[src/rtl/remote_cmd_pkg.sv]
// Shared state encoding and defaults for the remote command sequencer.
package remote_cmd_pkg;
   typedef enum logic [2:0] {IDLE, LOAD, SEND, WAIT_TX, WAIT_RSP, RETRY} state_t;
   localparam logic [7:0] ACK_DEFAULT = 8'hA5;
endpackage

[src/rtl/remote_cmd_seq_fifo.sv]
// Synchronous command FIFO; the wrap bit on each pointer separates full from empty.
module cmd_fifo #(
   parameter int W     = 16,
   parameter int DEPTH = 4
) (
   input  logic         clk,
   input  logic         rst_n,
   input  logic         i_push,
   input  logic         i_pop,
   input  logic [W-1:0] i_din,
   output logic [W-1:0] o_head,
   output logic         o_full,
   output logic         o_empty,
   output logic         o_ovf
);
   localparam int AW = $clog2(DEPTH);

   logic [W-1:0] r_mem [DEPTH];
   logic [AW:0]  r_wr_ptr;
   logic [AW:0]  r_rd_ptr;
   logic         r_ovf;
   logic         w_do_push;
   logic         w_do_pop;

   assign o_empty   = (r_wr_ptr == r_rd_ptr);
   assign o_full    = (r_wr_ptr[AW] != r_rd_ptr[AW]) &&
                      (r_wr_ptr[AW-1:0] == r_rd_ptr[AW-1:0]);
   assign w_do_push = i_push & ~o_full;
   assign w_do_pop  = i_pop & ~o_empty;
   assign o_head    = r_mem[r_rd_ptr[AW-1:0]];
   assign o_ovf     = r_ovf;

   // Fullness is judged before this cycle's pop, so a push onto a full FIFO is dropped.
   always_ff @(posedge clk or negedge rst_n) begin
      if (!rst_n) begin
         r_wr_ptr <= '0;
         r_rd_ptr <= '0;
         r_ovf    <= 1'b0;
      end else begin
         r_ovf <= i_push & o_full;
         if (w_do_push) r_wr_ptr <= r_wr_ptr + 1'b1;
         if (w_do_pop)  r_rd_ptr <= r_rd_ptr + 1'b1;
      end
   end

   always_ff @(posedge clk) begin
      if (w_do_push) r_mem[r_wr_ptr[AW-1:0]] <= i_din;
   end
endmodule

[src/rtl/remote_cmd_seq.sv]
// Queued command sender: bytes out MSB first over a UART, ACK/NAK/timeout with bounded resends.
// Optional REMOTE_CMD_STATS_EN adds saturating ack/fail/resend counters.
module remote_cmd_seq
   import remote_cmd_pkg::*;
#(
   parameter int         CMD_W       = 16,
   parameter int         DEPTH       = 4,
   parameter logic [7:0] ACK_BYTE    = ACK_DEFAULT,
   parameter int         TIMEOUT_CYC = 2**20,
   parameter int         MAX_RETRY   = 2
) (
   input  logic             clk,
   input  logic             rst_n,
   input  logic [CMD_W-1:0] i_cmd,
   input  logic             i_send_cmd,
   output logic             o_cmd_full,
   output logic             o_cmd_empty,
   output logic             o_ovf,
   output logic             o_busy,
   output logic             o_trmt,
   output logic [7:0]       o_tx_data,
   input  logic             i_tx_done,
   input  logic [7:0]       i_rx_data,
   input  logic             i_rx_rdy,
   output logic             o_clr_rx_rdy,
   output logic             o_cmd_sent,
   output logic [7:0]       o_resp,
   output logic             o_resp_rdy,
   output logic             o_cmd_fail
`ifdef REMOTE_CMD_STATS_EN
   ,
   output logic [15:0]      o_ack_cnt,
   output logic [15:0]      o_fail_cnt,
   output logic [15:0]      o_retry_tot
`endif
);
   localparam int NBYTES = CMD_W / 8;
   localparam int BIW    = $clog2(NBYTES) + 1;
   localparam int TW     = (TIMEOUT_CYC > 1) ? $clog2(TIMEOUT_CYC) : 1;
   localparam int RW     = (MAX_RETRY > 0) ? $clog2(MAX_RETRY + 1) : 1;
   localparam logic [BIW-1:0] LAST_IDX = BIW'(NBYTES - 1);
   localparam logic [TW-1:0]  TMO_LAST = TW'(TIMEOUT_CYC - 1);
   localparam logic [RW-1:0]  RETRY_LIM = RW'(MAX_RETRY);

   state_t             r_state;
   state_t             w_next;
   logic [CMD_W-1:0]   r_shift;
   logic [BIW-1:0]     r_byte_idx;
   logic [TW-1:0]      r_timer;
   logic [RW-1:0]      r_retry_cnt;
   logic [7:0]         r_resp;
   logic               r_resp_rdy;
   logic               r_clr_rx_rdy;
   logic               r_cmd_sent;
   logic               r_cmd_fail;
   logic [CMD_W-1:0]   w_head;
   logic               w_empty;
   logic               w_rx_valid;
   logic               w_pop;
   logic               w_load;
   logic               w_shift;
   logic               w_sent;
   logic               w_rsp;
   logic               w_ack;
   logic               w_resend;
   logic               w_fail;

   cmd_fifo #(.W(CMD_W), .DEPTH(DEPTH)) u_fifo (
      .clk     (clk),
      .rst_n   (rst_n),
      .i_push  (i_send_cmd),
      .i_pop   (w_pop),
      .i_din   (i_cmd),
      .o_head  (w_head),
      .o_full  (o_cmd_full),
      .o_empty (w_empty),
      .o_ovf   (o_ovf)
   );

   // A byte whose clear is already in flight must not be taken as a second response.
   assign w_rx_valid   = i_rx_rdy & ~r_clr_rx_rdy;
   assign o_cmd_empty  = w_empty;
   assign o_busy       = (r_state != IDLE);
   assign o_trmt       = (r_state == SEND);
   assign o_tx_data    = r_shift[CMD_W-1 -: 8];
   assign o_clr_rx_rdy = r_clr_rx_rdy;
   assign o_cmd_sent   = r_cmd_sent;
   assign o_resp       = r_resp;
   assign o_resp_rdy   = r_resp_rdy;
   assign o_cmd_fail   = r_cmd_fail;

   always_comb begin
      w_next   = r_state;
      w_pop    = 1'b0;
      w_load   = 1'b0;
      w_shift  = 1'b0;
      w_sent   = 1'b0;
      w_rsp    = 1'b0;
      w_ack    = 1'b0;
      w_resend = 1'b0;
      w_fail   = 1'b0;
      case (r_state)
         IDLE:    if (!w_empty) w_next = LOAD;
         LOAD:    begin
                     w_load = 1'b1;
                     w_next = SEND;
                  end
         SEND:    w_next = WAIT_TX;
         WAIT_TX: if (i_tx_done) begin
                     w_shift = 1'b1;
                     if (r_byte_idx == LAST_IDX) begin
                        w_sent = 1'b1;
                        w_next = WAIT_RSP;
                     end else begin
                        w_next = SEND;
                     end
                  end
         WAIT_RSP: if (w_rx_valid) begin
                     w_rsp = 1'b1;
                     if (i_rx_data == ACK_BYTE) begin
                        w_ack  = 1'b1;
                        w_pop  = 1'b1;
                        w_next = IDLE;
                     end else begin
                        w_next = RETRY;
                     end
                  end else if (r_timer == TMO_LAST) begin
                     w_next = RETRY;
                  end
         RETRY:   if (r_retry_cnt < RETRY_LIM) begin
                     w_resend = 1'b1;
                     w_next   = LOAD;
                  end else begin
                     w_fail = 1'b1;
                     w_pop  = 1'b1;
                     w_next = IDLE;
                  end
         default: w_next = IDLE;
      endcase
   end

   always_ff @(posedge clk or negedge rst_n) begin
      if (!rst_n) r_state <= IDLE;
      else        r_state <= w_next;
   end

   // Shift register, byte/timeout/retry counters and the registered status pulses.
   always_ff @(posedge clk or negedge rst_n) begin
      if (!rst_n) begin
         r_shift      <= '0;
         r_byte_idx   <= '0;
         r_timer      <= '0;
         r_retry_cnt  <= '0;
         r_resp       <= '0;
         r_resp_rdy   <= 1'b0;
         r_clr_rx_rdy <= 1'b0;
         r_cmd_sent   <= 1'b0;
         r_cmd_fail   <= 1'b0;
      end else begin
         if (w_load) begin
            r_shift    <= w_head;
            r_byte_idx <= '0;
            r_timer    <= '0;
         end else if (w_shift) begin
            r_shift    <= r_shift << 8;
            r_byte_idx <= r_byte_idx + 1'b1;
            if (w_sent) r_timer <= '0;
         end else if (r_state == WAIT_RSP) begin
            r_timer <= r_timer + 1'b1;
         end
         if (w_ack || w_fail) r_retry_cnt <= '0;
         else if (w_resend)   r_retry_cnt <= r_retry_cnt + 1'b1;
         if (w_rsp) r_resp <= i_rx_data;
         r_resp_rdy   <= w_rsp;
         r_clr_rx_rdy <= w_rx_valid;
         r_cmd_sent   <= w_sent;
         r_cmd_fail   <= w_fail;
      end
   end

`ifdef REMOTE_CMD_STATS_EN
   logic [15:0] r_ack_cnt;
   logic [15:0] r_fail_cnt;
   logic [15:0] r_retry_tot;

   always_ff @(posedge clk or negedge rst_n) begin
      if (!rst_n) begin
         r_ack_cnt   <= '0;
         r_fail_cnt  <= '0;
         r_retry_tot <= '0;
      end else begin
         if (w_ack && r_ack_cnt != 16'hFFFF)      r_ack_cnt   <= r_ack_cnt + 1'b1;
         if (w_fail && r_fail_cnt != 16'hFFFF)    r_fail_cnt  <= r_fail_cnt + 1'b1;
         if (w_resend && r_retry_tot != 16'hFFFF) r_retry_tot <= r_retry_tot + 1'b1;
      end
   end

   assign o_ack_cnt   = r_ack_cnt;
   assign o_fail_cnt  = r_fail_cnt;
   assign o_retry_tot = r_retry_tot;
`endif
endmodule

[config.mk]
export PLATFORM = sky130hd
export DESIGN_NAME = remote_cmd_seq
export DESIGN_NICKNAME = d
export VERILOG_FILES = /design/src/rtl/remote_cmd_pkg.sv /design/src/rtl/remote_cmd_seq_fifo.sv /design/src/rtl/remote_cmd_seq.sv
export SDC_FILE = /design/constraint.sdc
export NUM_CORES = 1
export LEC_CHECK = 0
export ABC_AREA = 0
export CAP_MARGIN = 20
export CELL_PAD_IN_SITES_DETAIL_PLACEMENT = 1
export CELL_PAD_IN_SITES_GLOBAL_PLACEMENT = 1
export CORE_UTILIZATION = 24
export DETAILED_ROUTE_END_ITERATION = 10
export HOLD_SLACK_MARGIN = 0.06
export PLACE_DENSITY = 0.53
export SLEW_MARGIN = 15
export SYNTH_ARGS = -nofsm -noshare
export SYNTH_HDL_FRONTEND = slang
export SYNTH_SLANG_ARGS = --single-unit
export TNS_END_PERCENT = 50
[constraint.sdc]
create_clock -name clk -period 2.7 [get_ports clk]
set_input_delay 0.54 -clock clk [delete_from_list [all_inputs] [get_ports clk]]
set_output_delay 0.54 -clock clk [all_outputs]
set_load 0.02 [all_outputs]
Yosys cells after proc, flatten, opt, wreduce, memory -nomap -nowiden --
Memories as Yosys holds them, arrays and structs flattened. Index checks and enable logic that the tools add are counted.
Cells by class: multiplexer cells 36, bitwise logic cells 7, add/sub/neg operators 5, equal/unequal tests 15, order comparisons 1, reductions and logical operators 9
Operators by type and width (number):
- $mux W20 | 4
- $mux W16 | 2
- $add A20 B1 Y20 const B | 1
- $eq A20 B20 Y1 const B | 1
- $mux W1 | 18
- $mux W3 | 6
- $pmux W3 S6 | 1
- $eq A8 B8 Y1 const B | 1
- $mux W2 | 4
- $add A3 B1 Y3 const B | 2
- $eq A3 B2 Y1 const B | 2
- $eq A3 B3 Y1 const B | 2
- $reduce_bool A3 Y1 | 2
- $add A2 B1 Y2 const B | 2
- $and A1 B1 Y1 | 4
- $ne A2 B2 Y1 const B | 2
- $reduce_bool A2 Y1 | 2
- $eq A3 B1 Y1 const B | 1
- $eq A3 B3 Y1 | 1
- $logic_not A3 Y1 | 1
- $ne A3 B2 Y1 const B | 1
- $ne A3 B3 Y1 const B | 1
- $not A1 Y1 | 3
- $reduce_and A3 Y1 | 1
- other kinds (8) | 8
Word-level totals: input bits 29, flip-flop bits (word level) 62, RAM bits 64, memories 1, logic and storage cells 87
Memories:
- u_fifo.r_mem | words 4, width 16, rd ports 1, clocked after memory_dff 0, write ports 1, RTL line remote_cmd_seq_fifo.sv:18 | logic [W-1:0] r_mem [DEPTH];

Longest topological paths before layout --
depth after elaboration 7, depth in mapped cells 8, gate-level depth less buffers 6

By module --
Synthesis repeated with hierarchy kept, for this count alone.
Unflattened totals: cells, all modules 391, area, all modules 5504.0 um^2
By module, submodules not included:
- cmd_fifo | instances 1, area an instance 2846.5 um^2, cells each 134
- remote_cmd_seq | instances 1, area an instance 2657.5 um^2, cells each 257

Least setup slack after synthesis --
No wires, ideal clock.
path type register to register, start register u_fifo.r_rd_ptr[1], end memory u_fifo.r_mem[3][0] (enable), arrival time 1696 ps, setup slack 629 ps, path buffers 1, clock period less this slack 2071 ps, data required time 2325 ps, cell stages (with the launch flop) 5, path through dfrtp_1 clkbuf_1 xnor2_1 a31oi_1 and2_1
Between the ends: cells in the longest elaborated chain, start to end 6
Ends and longest elaborated chain:
- start: declaration | RTL line remote_cmd_seq_fifo.sv:20 | logic [AW:0] r_rd_ptr;
- start signal: assignment | RTL line remote_cmd_seq_fifo.sv:42 | if (w_do_pop) r_rd_ptr <= r_rd_ptr + 1'b1;
- $eq A2 B2 Y1 | RTL line remote_cmd_seq_fifo.sv:27 | (r_wr_ptr[AW-1:0] == r_rd_ptr[AW-1:0]);
- $logic_and A1 B1 Y1 | RTL line remote_cmd_seq_fifo.sv:26 | assign o_full = (r_wr_ptr[AW] != r_rd_ptr[AW]) &&
- $not A1 Y1 | RTL line remote_cmd_seq_fifo.sv:28 | assign w_do_push = i_push & ~o_full;
- $and A1 B1 Y1 | RTL line remote_cmd_seq_fifo.sv:28
- $mux W1 | RTL line remote_cmd_seq_fifo.sv:47 | if (w_do_push) r_mem[r_wr_ptr[AW-1:0]] <= i_din;
- $mux W1 (not written as such) | RTL line remote_cmd_seq_fifo.sv:47
- end: declaration | RTL line remote_cmd_seq_fifo.sv:18
Every way passes these cells.

Worst setup path after layout --
start register r_state[1], end output port o_trmt
Between the ends: cells in the longest elaborated chain, start to end 1
Ends and longest elaborated chain:
- start: declaration | RTL line remote_cmd_seq.sv:45 | state_t r_state;
- start signal: assignment | RTL line remote_cmd_seq.sv:144 | else r_state <= w_next;
- $eq A3 B2 Y1 | RTL line remote_cmd_seq.sv:84 | assign o_trmt = (r_state == SEND);
- end: declaration | RTL line remote_cmd_seq.sv:20 | output logic o_trmt,
Every way passes these cells.

==> run_results.csv <==
group,metric,value,unit
clocking,clk_pin_slew,60,ps
placement,dp_hpwl,7.846,mm
floorplan,dieArea,22760,um^2
global_route,grt_pass1_vias,3739,
synth,syn_avg_cell_area,14.45,um^2
synth,netlist_top_cells_count,"edfxtp_1, dfrtp_1, nand2_1",
pwr,p_leak,2.543,nW
global_route,grt_usage,11.51,%
synth,synthFlopType,"edfxtp_1",
setup_path,cpPeakStageDelay,670,ps
pwr,power.density,949.0,nW/um^2
cells_and_area,final_layout_size_suffix_gt1_share,18.96,%
route,antenna_left,0,
sta,fmax,0.3826,GHz
global_route,grt_pass1_wl,19.64,mm
clocking,cts_tree,"built",
cells_and_area,nFillCells,2308,
sta,hold_violations,0,
route,drt-initial-drc-count,164,
flow_run,max-cap-violations,0,
sta,setup_viol,0,
floorplan,start_util,24.45,%
setup_path,path_cells,"inv_1 -> nor3_1 -> clkdlybuf4s50_1",
placement,place_congestion,0.6904,
synth,yosysTopAreaCellShare,36.13,%
setup_path,required,2160,ps
sta,whs,131.9,ps
synth,synthDistinctLibCells,47,
cells_and_area,syn_to_final_growth,27.24,%
setup_path,cp-end-kind,"output pin",
sta,grt_setup_unrepaired,"false",
outcome,outcome,"finished clean",
cells_and_area,fin_area,6768,um^2
sta,period_minus_slack,2614,ps
route,firstDrtPassIters,4,
setup_path,path_delay_family,"buffers and inverters",
floorplan,die_height,150.9,um
synth,synth_warnings,0,
sta,maxSlewViolCount,0,
global_route,antenna_found_initial,0,
sta,slew_headroom,37.91,%
setup_path,criticalPathCategory,"flop to output pin",
setup_path,cp_num_buf_inv,2,
clocking,cts_resized,1,
sta,fin_skew,13.76,ps
placement,io_buffers,53,
route,wl,12.19,mm
synth,synthTopCellsByArea,"edfxtp_1, dfrtp_1, mux4_2, mux2_2, or4_1",
setup_path,crit_arrival,2070,ps
synth,syn_area,5319,um^2
sta,worst_pin_slew,928.0,ps
synth,ys_seq_elements,126,
setup_path,cpMaxStageDelayCell,"clkdlybuf4s50_1",
hold_path,hold_class,"input port to asynchronous set/reset pin",
synth,synth_edf_count,64,
clocking,insertion_delay,420,ps
synth,yosysMostFrequentCell,"edfxtp_1",
synth,synthArstFlopShare,49.21,%
cells_and_area,multi_input_area,1697,um^2
clocking,hold_buffers,0,
global_route,grt_max_degree,63,
floorplan,io_pins,54,
synth,synth_area_leader_cell,"edfxtp_1",
route,wl_per_cell,16.86,um
floorplan,core_area,21760,um^2
clocking,clockRootBuffer,"clkbuf_16",
cells_and_area,antennaDiodeCount,0,
sta,timing.final.ws_setup,86.42,ps
clocking,clockBufferDepth,2,
placement,place_ws,147.2,ps
global_route,grt-ovfl-total,0,
clocking,h-tree-depth,4,
synth,seq_area_frac_synth,65.30,%
floorplan,rows,54,
synth,syn_inst,368,
pwr,ir_drop,390.3,uV
floorplan,die_w,150.9,um
cells_and_area,fin_nets,467,
clocking,cts_sinks,126,
setup_path,worst_setup_path_start_kind,"flop",
clocking,cts_made_buffers,17,
clocking,cts_setup_buffers,0,
sta,setup_tns,0,ps
route,viasPerCell,4.625,
synth,postSynthNetCount,404,
placement,place_area,6197,um^2
sta,min_period_over_period,96.80,%
route,vias,3344,
route,detail_route.drc_violations,0,
cells_and_area,seqCellArea,3473,um^2
setup_path,cp_max_fo,15,
==> final cells by class <==
| type | instances | share of cell area (%) |
|---|---|---|
| multi-input combinational | 206 | 25.07 |
| sequential | 126 | 51.32 |
| clock buffer | 18 | 6.341 |
| inverter | 11 | 0.6101 |
| tap | 280 | 5.177 |
| clock inverter | 13 | 1.756 |
| timing repair buffer | 69 | 9.725 |
==> registers in the layout, indices dropped and copies added, names as in the netlist <==
register         flops
u_fifo.r_mem        64
r_timer             20
r_shift             16
o_resp               8
r_state              3
u_fifo.r_rd_ptr      3
u_fifo.r_wr_ptr      3
r_byte_idx           2
r_retry_cnt          2
o_clr_rx_rdy         1
o_cmd_fail           1
o_cmd_sent           1
o_resp_rdy           1
u_fifo.o_ovf         1
==> per-layer routing <==
metal / GRT usage (%) / vias to the layer above / part of all wire [%]
li1: - / 1531 / -
met1: 13.82 / 1739 / 45
met2: 19.61 / 61 / 50
met3: 3.343 / 13 / 3.6
met4: 3.900 / 0 / 1.2
met5: 0 / - / 0
==> per-stage QoR <==
stage | instances | total power, mW | utilization [%]
3_5_place_dp | 692 | 4.339 | 28.49
5_1_grt | 723 | 6.754 | 31.11
6_report | 723 | 6.422 | 31.11
2_1_floorplan | 368 | 3.672 | -
3_3_place_gp | 692 | 4.280 | 28.49
4_1_cts | 723 | 6.514 | 31.04
==> placed cells by master (no fill, tap or decap), types with 4 or more instances in the layout <==
cell and n:
a21oi_1 17, a22o_1 9, and2_1 5, and3_1 5, buf_4 15, clkbuf_16 17
clkdlybuf4s50_1 52, dfrtp_1 62, edfxtp_1 64, ha_1 7, inv_1 11, mux2_2 12
mux2i_1 4, mux4_2 16, nand2_1 19, nand3_1 8, nand4_1 4, nor2_1 9
nor3_1 7, o21ai_0 14, o31ai_1 11, or3_1 6, or4_1 13, xor2_1 4
==> cell families after synthesis <==
kind of cell	after synthesis	synth area share, %
AO/OA/AOI/OAI	66	8.304
flip-flops	126	65.30
XOR/XNOR	9	1.482
adder cells (fa/ha/maj)	7	1.647
buffers and inverters	36	3.223
AND/OR/NAND/NOR	92	9.974
multiplexers	32	10.07
==> final timing paths <==
path                       slack, ps                  to          start  depth (start not counted)
max in group asynchronous       2270          r_shift[2]          rst_n                          2
min in group clk                 490       r_byte_idx[1]  r_byte_idx[1]                          1
max                               90              o_trmt     r_state[1]                          3
min reg2reg                      490       r_byte_idx[1]  r_byte_idx[1]                          1
max reg2reg                      520  u_fifo.r_rd_ptr[1]     r_state[1]                          5
min                              130         r_timer[10]          rst_n                          2
==> power breakdown <==
part | switching, mW | internal (mW) | total [mW]
clock | 0.869 | 1.26 | 2.13
combinational | 0.912 | 0.712 | 1.62
sequential | 0.221 | 2.44 | 2.66
total | 2.00 | 4.42 | 6.42
Power figures use the tool's default switching activity.
